File: config.mk
export PLATFORM = sky130hd
export DESIGN_NAME = sram_controller
export DESIGN_NICKNAME = d
export VERILOG_FILES = /design/src/rtl/sram_controller_pkg.sv /design/src/rtl/sram_wait_counter.sv /design/src/rtl/sram_controller.sv
export SDC_FILE = /design/constraint.sdc
export NUM_CORES = 1
export LEC_CHECK = 0
export CORE_AREA = 2 2 99 101
export CTS_CLUSTER_DIAMETER = 150
export DETAILED_ROUTE_END_ITERATION = 8
export DIE_AREA = 0 0 101 103
export PLACE_DENSITY = 0.84
export SLEW_MARGIN = 20
export SYNTH_ARGS = -nofsm -noshare
export SYNTH_HDL_FRONTEND = slang
export SYNTH_SLANG_ARGS = --single-unit
File: constraint.sdc
create_clock -name clk -period 5.5 [get_ports clk]
set_input_delay 1.1 -clock clk [delete_from_list [all_inputs] [get_ports clk]]
set_output_delay 1.1 -clock clk [all_outputs]
set_load 0.005 [all_outputs]
File: src/rtl/sram_controller_pkg.sv
// Shared types and constants for the external SRAM controller.
// State encodings, default address map and pad width.
package sram_controller_pkg;

   typedef enum logic [1:0] {
      ST_IDLE = 2'd0,
      ST_LOW  = 2'd1,
      ST_HIGH = 2'd2,
      ST_DONE = 2'd3
   } state_t;

   localparam logic [31:0] DEFAULT_BASE_ADDR = 32'd1024;
   localparam int          SRAM_DW           = 16;
   localparam int          CNT_W             = 4;

endpackage

File: src/rtl/sram_wait_counter.sv
// Loadable down-counter with zero flag.
// Shared by multi-cycle peripherals to time access phases.
module sram_wait_counter #(
   parameter int W = 4
) (
   input  logic         clk,
   input  logic         rst,
   input  logic         load,
   input  logic [W-1:0] load_val,
   input  logic         dec,
   output logic [W-1:0] count,
   output logic         zero
);

   always_ff @(posedge clk) begin
      if (rst) begin
         count <= '0;
      end else if (load) begin
         count <= load_val;
      end else if (dec && (count != '0)) begin
         count <= count - 1'b1;
      end
   end

   assign zero = (count == '0);

endmodule

File: src/rtl/sram_controller.sv
// Sequences 32-bit loads/stores onto a 16-bit async SRAM
// as a low then high half-word phase.
module sram_controller
   import sram_controller_pkg::*;
#(
   parameter logic [31:0] BASE_ADDR   = DEFAULT_BASE_ADDR,
   parameter int          WAIT_CYCLES = 2,
   parameter int          SRAM_AW     = 18
) (
   input  logic               clk,
   input  logic               rst,
   input  logic               mem_read,
   input  logic               mem_write,
   input  logic [31:0]        address,
   input  logic [31:0]        write_data,
   output logic [31:0]        read_data,
   output logic               ready,
   output logic [SRAM_AW-1:0] sram_addr,
   output logic [SRAM_DW-1:0] sram_dq_out,
   output logic               sram_dq_oe,
   input  logic [SRAM_DW-1:0] sram_dq_in,
   output logic               sram_we_n,
   output logic               sram_oe_n
);

   localparam logic [CNT_W-1:0] RELOAD = CNT_W'(WAIT_CYCLES - 1);

   state_t             state;
   logic               op_write;
   logic [SRAM_AW-2:0] word_q;
   logic [31:0]        wdata_q;
   logic [31:0]        offset;
   logic [SRAM_AW-2:0] word;
   logic               unused_bits;
   logic               req;
   logic               busy;
   logic               cnt_load;
   logic               cnt_zero;
   logic [CNT_W-1:0]   count_unused;

   assign req         = mem_read | mem_write;
   assign offset      = address - BASE_ADDR;
   assign word        = offset[SRAM_AW:2];
   assign unused_bits = ^{offset[31:SRAM_AW+1], offset[1:0]};
   assign busy        = (state == ST_LOW) || (state == ST_HIGH);

   assign cnt_load = ((state == ST_IDLE) && req) ||
                     ((state == ST_LOW) && cnt_zero);

   sram_wait_counter #(
      .W (CNT_W)
   ) u_wait (
      .clk      (clk),
      .rst      (rst),
      .load     (cnt_load),
      .load_val (RELOAD),
      .dec      (busy),
      .count    (count_unused),
      .zero     (cnt_zero)
   );

   // A simultaneous read and write request resolves to a read.
   always_ff @(posedge clk) begin
      if (rst) begin
         state     <= ST_IDLE;
         op_write  <= 1'b0;
         word_q    <= '0;
         wdata_q   <= '0;
         read_data <= '0;
         sram_addr <= '0;
      end else begin
         unique case (state)
            ST_IDLE: begin
               if (req) begin
                  op_write  <= ~mem_read;
                  word_q    <= word;
                  wdata_q   <= write_data;
                  sram_addr <= {word, 1'b0};
                  state     <= ST_LOW;
               end
            end
            ST_LOW: begin
               if (cnt_zero) begin
                  if (!op_write) read_data[15:0] <= sram_dq_in;
                  sram_addr <= {word_q, 1'b1};
                  state     <= ST_HIGH;
               end
            end
            ST_HIGH: begin
               if (cnt_zero) begin
                  if (!op_write) read_data[31:16] <= sram_dq_in;
                  state <= ST_DONE;
               end
            end
            ST_DONE: state <= ST_IDLE;
         endcase
      end
   end

   always_comb begin
      ready = 1'b0;
      unique case (state)
         ST_IDLE: ready = ~req;
         ST_LOW:  ready = 1'b0;
         ST_HIGH: ready = 1'b0;
         ST_DONE: ready = 1'b1;
      endcase
   end

   assign sram_we_n   = ~(busy & op_write);
   assign sram_oe_n   = ~(busy & ~op_write);
   assign sram_dq_oe  = busy & op_write;
   assign sram_dq_out = (state == ST_HIGH) ? wdata_q[31:16]
                                           : wdata_q[15:0];

endmodule

### Word level (Yosys, flattened, before mapping)

Index checks and enable logic that the tools add are counted.

* add/sub/neg operators: 2
* $mul: 0
* div/mod/pow operators: 0
* magnitude comparators: 0
* equal/unequal tests: 6
* shift operators: 0
* multiplexer cells: 11
* bitwise logic cells: 8
* reduce and logical (&&, ||, !) cells: 17

Operators by type and width (number)
* 18-bit 2-to-1 mux: 2
* 18-bit one-hot mux with 2 select lines: 1
* 19-bit by 11-bit subtractor with 19-bit output, second input constant: 1
* 16-bit 2-to-1 mux: 1
* 3-bit AND reduction: 4
* 2-bit one-hot mux with 4 select lines: 1
* 2-bit 2-to-1 mux: 3
* 2-bit inequality test, second input constant: 3
* 1-bit NOT: 5
* 2-bit == test, second input constant: 2
* 4-bit zero test: 1
* 2-bit nonzero test: 2
* 4-bit nonzero test: 1
* 2-bit OR reduction: 2
* 4-bit by 1-bit subtractor with 4-bit output, second input constant: 1
* 1-bit logical AND: 3
* 1-bit one-hot mux with 3 select lines: 1
* 1-bit bitwise AND: 2
* 2-bit by 1-bit == test with 1-bit output, second input constant: 1
* 2-bit zero test: 1
* 1-bit logical OR: 2
* 1-bit 2-to-1 mux: 2
* 2-bit AND reduction: 1
* 1-bit OR: 1

* flip-flop bits (word level): 106
* latch bits: 0
* RAM bits: 0
* memory bits (read-only): 0
* output and inout bits: 70
* logic and storage cells: 53
* memories: 0

### Depth between registers and ports, before layout

Gate-level depths: netlist (run 1).

* depth in word-level cells: 5
* mapped depth: 9
* depth with buffers taken out: 6

### By module

A second synthesis (run 1) with hierarchy kept.

* cells, all modules: 539
* area total of the unflattened synthesis: 4441.8 sq um

Modules (own cells, without submodules)
* sram_controller: instances 1, cells an instance 510, area an instance 4179.0 sq um
* sram_wait_counter: instances 1, cells an instance 29, area an instance 262.8 sq um

### Least setup slack after synthesis (run 1)

No wires, ideal clock.

* kind: input to output
* start: input port mem_write
* end: output port ready
* arrival time: 1687 ps
* slack: 2713 ps
* stages on the path: 3
* buffers on the path: 1
* path through: or3b_1 > buf_2 > o21ai_0

* longest elaborated chain between the ends: 3

RTL lines
* start, declared: line sram_controller.sv:13 `input logic mem_write,`
* 1-bit OR: line sram_controller.sv:41 `assign req = mem_read | mem_write;`
* 1-bit NOT: line sram_controller.sv:103 `ST_IDLE: ready = ~req;`
* 1-bit one-hot mux with 3 select lines: line sram_controller.sv:102 `unique case (state)`
* end, declared: line sram_controller.sv:17 `output logic ready,`

No other way between the ends.

### Final worst setup path (run 1)

Ends and elaborated chain as after synthesis.

==> impl_metrics.json, run 1 <==
{
  "outcome": "finished, final reports clean",
  "path_cells": "clkdlybuf4s50_1 -> or3b_1 -> o21ai_0 -> clkdlybuf4s50_1",
  "syn_area_mm2": 0.00443,
  "synthCells": 534,
  "ys_types": 44,
  "p_leak_uw": 0.00218,
  "ys_top_cells_by_area": "dfxtp_1 48%, nand2_1 14%, a21oi_1 8.5%, mux2_2 4.1%, a211oi_1 2.5%",
  "num_antenna_cells": 0,
  "cp-start-kind": "input pin",
  "synth_ff_type": "dfxtp_1",
  "vias": 4030,
  "coreArea_mm2": 0.00946,
  "cts-root-buf": "clkbuf_8",
  "die_x_um": 101,
  "start_util_pct": 46.8,
  "synth.most_common_cell": "nand2_1",
  "skew_ns": 0.0108,
  "portBuffers": 138,
  "area.sequential_mm2": 0.00212,
  "crit_top_cell": "clkdlybuf4s50_1",
  "rsz0062_at_grt": "no",
  "dp.cells": 751,
  "slew_viol_final": 0,
  "holdCritPathClass": "flip-flop to flip-flop",
  "area_delta_synth_final_pct": 36.0,
  "wl_um": 10800,
  "placed_area_mm2": 0.00581,
  "antenna_found_initial": 0,
  "dr.pass1.iters": 4,
  "setup_violations": 0,
  "cp.arrival_ns": 2.83,
  "cts-resized-gates": 0,
  "path_class": "input pin to output port",
  "boundaryPins": 154,
  "drt-vias-per-instance": 5.25,
  "critPathSlowestCell": "clkdlybuf4s50_1",
  "max_cap_viol_count": 0,
  "hold_buffers": 0,
  "slew_headroom_pct": 27.8,
  "die_h_um": 103,
  "grt_pass1_wl_um": 17300,
  "fin_tns_setup_ns": 0,
  "fillers": 813,
  "synth_fp_nets": 625,
  "finalHoldViolations": 0,
  "fin_area_mm2": 0.00602,
  "final_cell_count_no_fill": 767,
  "worstSetupEndpointType": "output port",
  "htreeDepth": 3,
  "insertion_delay_ns": 0.36,
  "ys_seq_elements": 106,
  "avgSynthCellArea_um2": 8.29,
  "synth_edf_count": 0,
  "period_share_pct": 71.5,
  "fmax_ghz": 0.254,
  "synth_top_area_cell": "dfxtp_1",
  "grt_max_degree": 74,
  "multi_input_area_mm2": 0.00211,
  "synth_top_area_share_pct": 47.9,
  "post_cts_buffers": 0,
  "core.rowCount": 36,
  "crit_fanout": 6,
  "cpPeakStageDelay_ns": 0.58,
  "worstMarginPinSlew_ns": 1.08,
  "globalplace.congestion": 0.834,
  "period_needed_ns": 3.93,
  "first_global_vias": 3846,
  "cts_buffer_depth": 2,
  "drt_iter0_markers": 121,
  "tritoncts": "done",
  "async_reset_ff_share_pct": 0,
  "cts_sinks": 106,
  "dieArea_mm2": 0.0104,
  "gr-total-overflow": 0,
  "yosys_warnings": 0,
  "yosysSeqAreaShare_pct": 47.9,
  "nets": 740,
  "synth_top_cells_by_count": "160 x nand2_1, 106 x dfxtp_1, 75 x a21oi_1, 24 x nor2_1, 21 x clkbuf_1",
  "cp.required_ns": 4.40,
  "clk_pin_slew_ns": 0.09,
  "wl_per_cell_um": 14.1,
  "ir_drop_mv": 0.183,
  "grt_usage_pct": 20.5,
  "powerDensity_mw_per_mm2": 449,
  "drc_errors": 0,
  "cts_buffers": 9,
  "drive_above_1_share_pct": 7.50,
  "drt.antenna.violating_nets": 0,
  "hpwl_um": 7480
}
==> through the flow <==
step	worst slack (ns)	util [%]	hold slack (ns)	total power, uW
floorplan	2.71	-	0.433	1780
global placement	1.61	61.4	0.439	2190
detailed placement	1.60	61.4	0.446	2240
CTS	1.57	63.4	0.459	2700
global route	1.51	63.7	0.475	2900
finish	1.57	63.7	0.457	2700
==> cell type report <==
class                           instances  share of cell area [%]
Sequential cell                       106                    35.2
Multi-Input combinational cell        381                    35.1
Timing Repair Buffer                  141                    23.6
Tap cell                              114                    2.37
Clock buffer                           11                    2.18
Clock inverter                          4                   0.852
Inverter                               10                   0.623
==> worst paths after layout <==
path              slack [ns]  cells after the start             to       from
setup / recovery        1.57                      4          ready  mem_write
hold / removal          0.46                      2      word_q[6]  word_q[6]
setup reg to reg        2.98                      7  sram_addr[16]   state[1]
hold reg to reg         0.46                      2      word_q[6]  word_q[6]
==> power breakdown <==
| group | internal, uW | total (uW) | switching, uW |
|---|---|---|---|
| Sequential | 968 | 1080 | 108 |
| Combinational | 560 | 1170 | 607 |
| Clock | 210 | 458 | 249 |
==> layer usage <==
| metal | share of wire (%) | GRT usage (%) |
|---|---|---|
| met3 | 5.4 | 4.41 |
| met2 | 50 | 37.2 |
| met5 | 0 | 0 |
| met4 | 0.96 | 6.44 |
| met1 | 43 | 24.3 |
==> logic make-up after synthesis <==
logic type | Yosys count | share of synthesized area [%]
flops | 106 | 47.9
mux | 26 | 6.33
simple gates | 214 | 20.6
xor+xnor | 7 | 1.38
buf+inv | 47 | 4.58
compound gates | 127 | 17.2
fa+ha+maj | 7 | 1.98
==> registers in the layout, summed over array words and instances, names as in the netlist <==
register / count
op_write: 1
read_data: 32
sram_addr: 18
state: 2
u_wait.count: 4
wdata_q: 32
word_q: 17
==> critical path, delay by kind of cell <==
kind	cells	cell delay, ns
AOI/OAI and AO/OA	1	0.14
buffers and inverters	2	1.09
and+or+nand+nor	1	0.51
==> cell usage in the layout, fill, tap and decap left out, types with 3 or more instances in the layout <==
cell type        netlist  layout
nand2_1              160     160
clkdlybuf4s50_1        0     137
dfxtp_1              106     106
a21oi_1               75      75
nor2_1                24      24
mux2_2                16      16
a211oi_1              15      15
o21ai_0               10      10
a21oi_2               10      10
mux2i_1               10      10
inv_1                  9       9
clkbuf_8               0       9
ha_1                   7       7
nor3_1                 5       5
xnor2_1                4       4
nand3_1                4       4
a31o_1                 4       4
nand2b_1               3       3
xor2_1                 3       3
buf_4                  1       3
(Power assumes the default switching activity.)
==> run 2: changes to the inputs <==
Settings changed: CORE_AREA 2 2 99 101 to 2 2 107 109, DIE_AREA 0 0 101 103 to 0 0 109 111, PLACE_DENSITY 0.84 to 0.76.
Clock period 5.5 ns to 3.3 ns, I/O delays scaled along.
==> impl_metrics.json, run 2 (synthesized netlist as in run 1, its figures left out) <==
{
  "path_depth": 4,
  "gr-total-overflow": 0,
  "power_uw": 4740,
  "grt_max_degree": 56,
  "r2r-start": "state[1]",
  "grt_usage_pct": 18.5,
  "final_util_pct": 55.6,
  "fin_tns_setup_ns": 0,
  "worstMarginPinSlew_ns": 0.895,
  "fin_area_mm2": 0.00616,
  "post_cts_buffers": 0,
  "p_leak_uw": 0.00222,
  "insertion_delay_ns": 0.34,
  "clk_pin_slew_ns": 0.06,
  "vias": 4072,
  "worstSetupEndpointType": "output port",
  "tritoncts": "done",
  "start_util_pct": 40.0,
  "p_sw_uw": 1670,
  "max_cap_viol_count": 0,
  "crit_family": "buffers and inverters",
  "cp-start-kind": "input pin",
  "outcome": "finished, final reports clean",
  "final_common_cell": "nand2_1",
  "p_sw_share_pct": 35.2,
  "path_buf_inv": 2,
  "setup_violations": 0,
  "skew_ns": 0.00744,
  "clkPwrFrac_pct": 21.2,
  "placed_area_mm2": 0.00588,
  "fillers": 1022,
  "internal_power_uw": 3070,
  "rsz0062_at_grt": "no",
  "ir_drop_mv": 0.346,
  "drt_iter0_markers": 229,
  "num_antenna_cells": 0,
  "portBuffers": 138,
  "drt-vias-per-instance": 5.09,
  "hpwl_um": 7700,
  "slew_headroom_pct": 40.3,
  "wl_per_cell_um": 13.9,
  "hold_buffers": 0,
  "cpPeakStageDelay_ns": 0.56,
  "period_share_pct": 88.3,
  "cp.required_ns": 2.64,
  "startpoint": "mem_write",
  "period_needed_ns": 2.91,
  "drc_errors": 0,
  "worstSetupEndpoint": "ready",
  "finalHoldViolations": 0,
  "cts_buffers": 9,
  "grt_busiest_layer": "met2",
  "reg2reg_slack_ns": 0.94,
  "seqPwrFrac_pct": 37.8,
  "cp.arrival_ns": 2.25,
  "powerDensity_mw_per_mm2": 770,
  "drt.antenna.violating_nets": 0,
  "dr.pass1.iters": 5,
  "p_comb_share_pct": 41.0,
  "use_met1_pct": 22.7,
  "reg_top3": "read_data x32, wdata_q x32, sram_addr x18",
  "area_delta_synth_final_pct": 39.1,
  "cts_sinks": 106,
  "fmax_ghz": 0.343,
  "drive_above_1_share_pct": 8.22,
  "cts-root-buf": "clkbuf_16",
  "coreArea_mm2": 0.0111,
  "layout_common_cells": "160 x nand2_1, 137 x clkdlybuf4s50_1, 106 x dfxtp_1, 75 x a21oi_1, 24 x nor2_1",
  "reg2regPathDepth": 7,
  "r2r_end": "read_data[0]",
  "crit_top_cell": "clkdlybuf4s50_1",
  "dieArea_mm2": 0.0121,
  "holdCritPathClass": "flip-flop to flip-flop",
  "nets": 743,
  "cts_buffer_depth": 2,
  "path_class": "input pin to output port",
  "die_h_um": 111,
  "grt_use_met2_pct": 32.1,
  "htreeDepth": 3,
  "path_cells": "clkdlybuf4s50_1 -> or3b_1 -> o21ai_0 -> clkdlybuf4s50_1",
  "hold_ws_ns": 0.451,
  "globalplace.congestion": 0.797,
  "core.rowCount": 39,
  "antenna_found_initial": 0,
  "cts-resized-gates": 0,
  "critPathSlowestCell": "clkdlybuf4s50_1",
  "use_met3_pct": 3.17,
  "slew_viol_final": 0,
  "die_x_um": 109,
  "wl_um": 11100,
  "crit_fanout": 4,
  "grt_pass1_wl_um": 18200,
  "first_global_vias": 4017,
  "boundaryPins": 154
}
## run 2: layer usage
layer / share of wire, % / vias to the layer above
li1: - / 2031
met1: 45 / 1897
met2: 47 / 134
met3: 6.9 / 10
met4: 1.0 / 0
met5: 0 / -
## run 2: how the worst min path moves through the flow
stage / from / endpoint / slack, ns / depth (start not counted)
3_3_place_gp: wdata_q[18] / wdata_q[18] / 0.44 / 2
5_1_grt: wdata_q[6] / wdata_q[6] / 0.47 / 2
2_1_floorplan: wdata_q[16] / wdata_q[16] / 0.43 / 2
3_5_place_dp: read_data[3] / read_data[3] / 0.45 / 2
4_1_cts: wdata_q[31] / wdata_q[31] / 0.46 / 2
6_report: wdata_q[31] / wdata_q[31] / 0.45 / 2
## run 2: worst min-delay path: stages, from the launching register on
cell and delay [ns]:
dfxtp_1 0.31, nand2_1 0.05, a21oi_1 0.05
## run 2: power groups by stage
stage               Clock (uW)  Sequential [uW]  Combinational, uW
floorplan                    0             1800               1160
global placement             0             1800               1890
detailed placement           0             1820               1950
CTS                       1040             1790               1950
global route              1090             1840               2150
finish                    1000             1790               1940
## run 2: layout make-up
type	instances	area (um^2)	share of cell area, %
sequential	106	2120	34.5
multi-input combinational	381	2110	34.3
timing repair buffer	144	1420	23.1
clock buffer	11	243	3.94
tap	143	179	2.91
clock inverter	5	38.8	0.630
inverter	10	37.5	0.610
## run 2: stage by stage
stage	instances	setup slack (ns)
after global placement	784	0.394
after floorplan	534	1.14
after detailed placement	784	0.387
after global routing	800	0.314
final	800	0.386
after CTS	800	0.372
==> run 3: changes to the inputs <==
Settings changed: CTS_CLUSTER_DIAMETER 150 to 120.
==> results of run 3 <==
Final layout, timing and power as in run 2 (identical DEF).
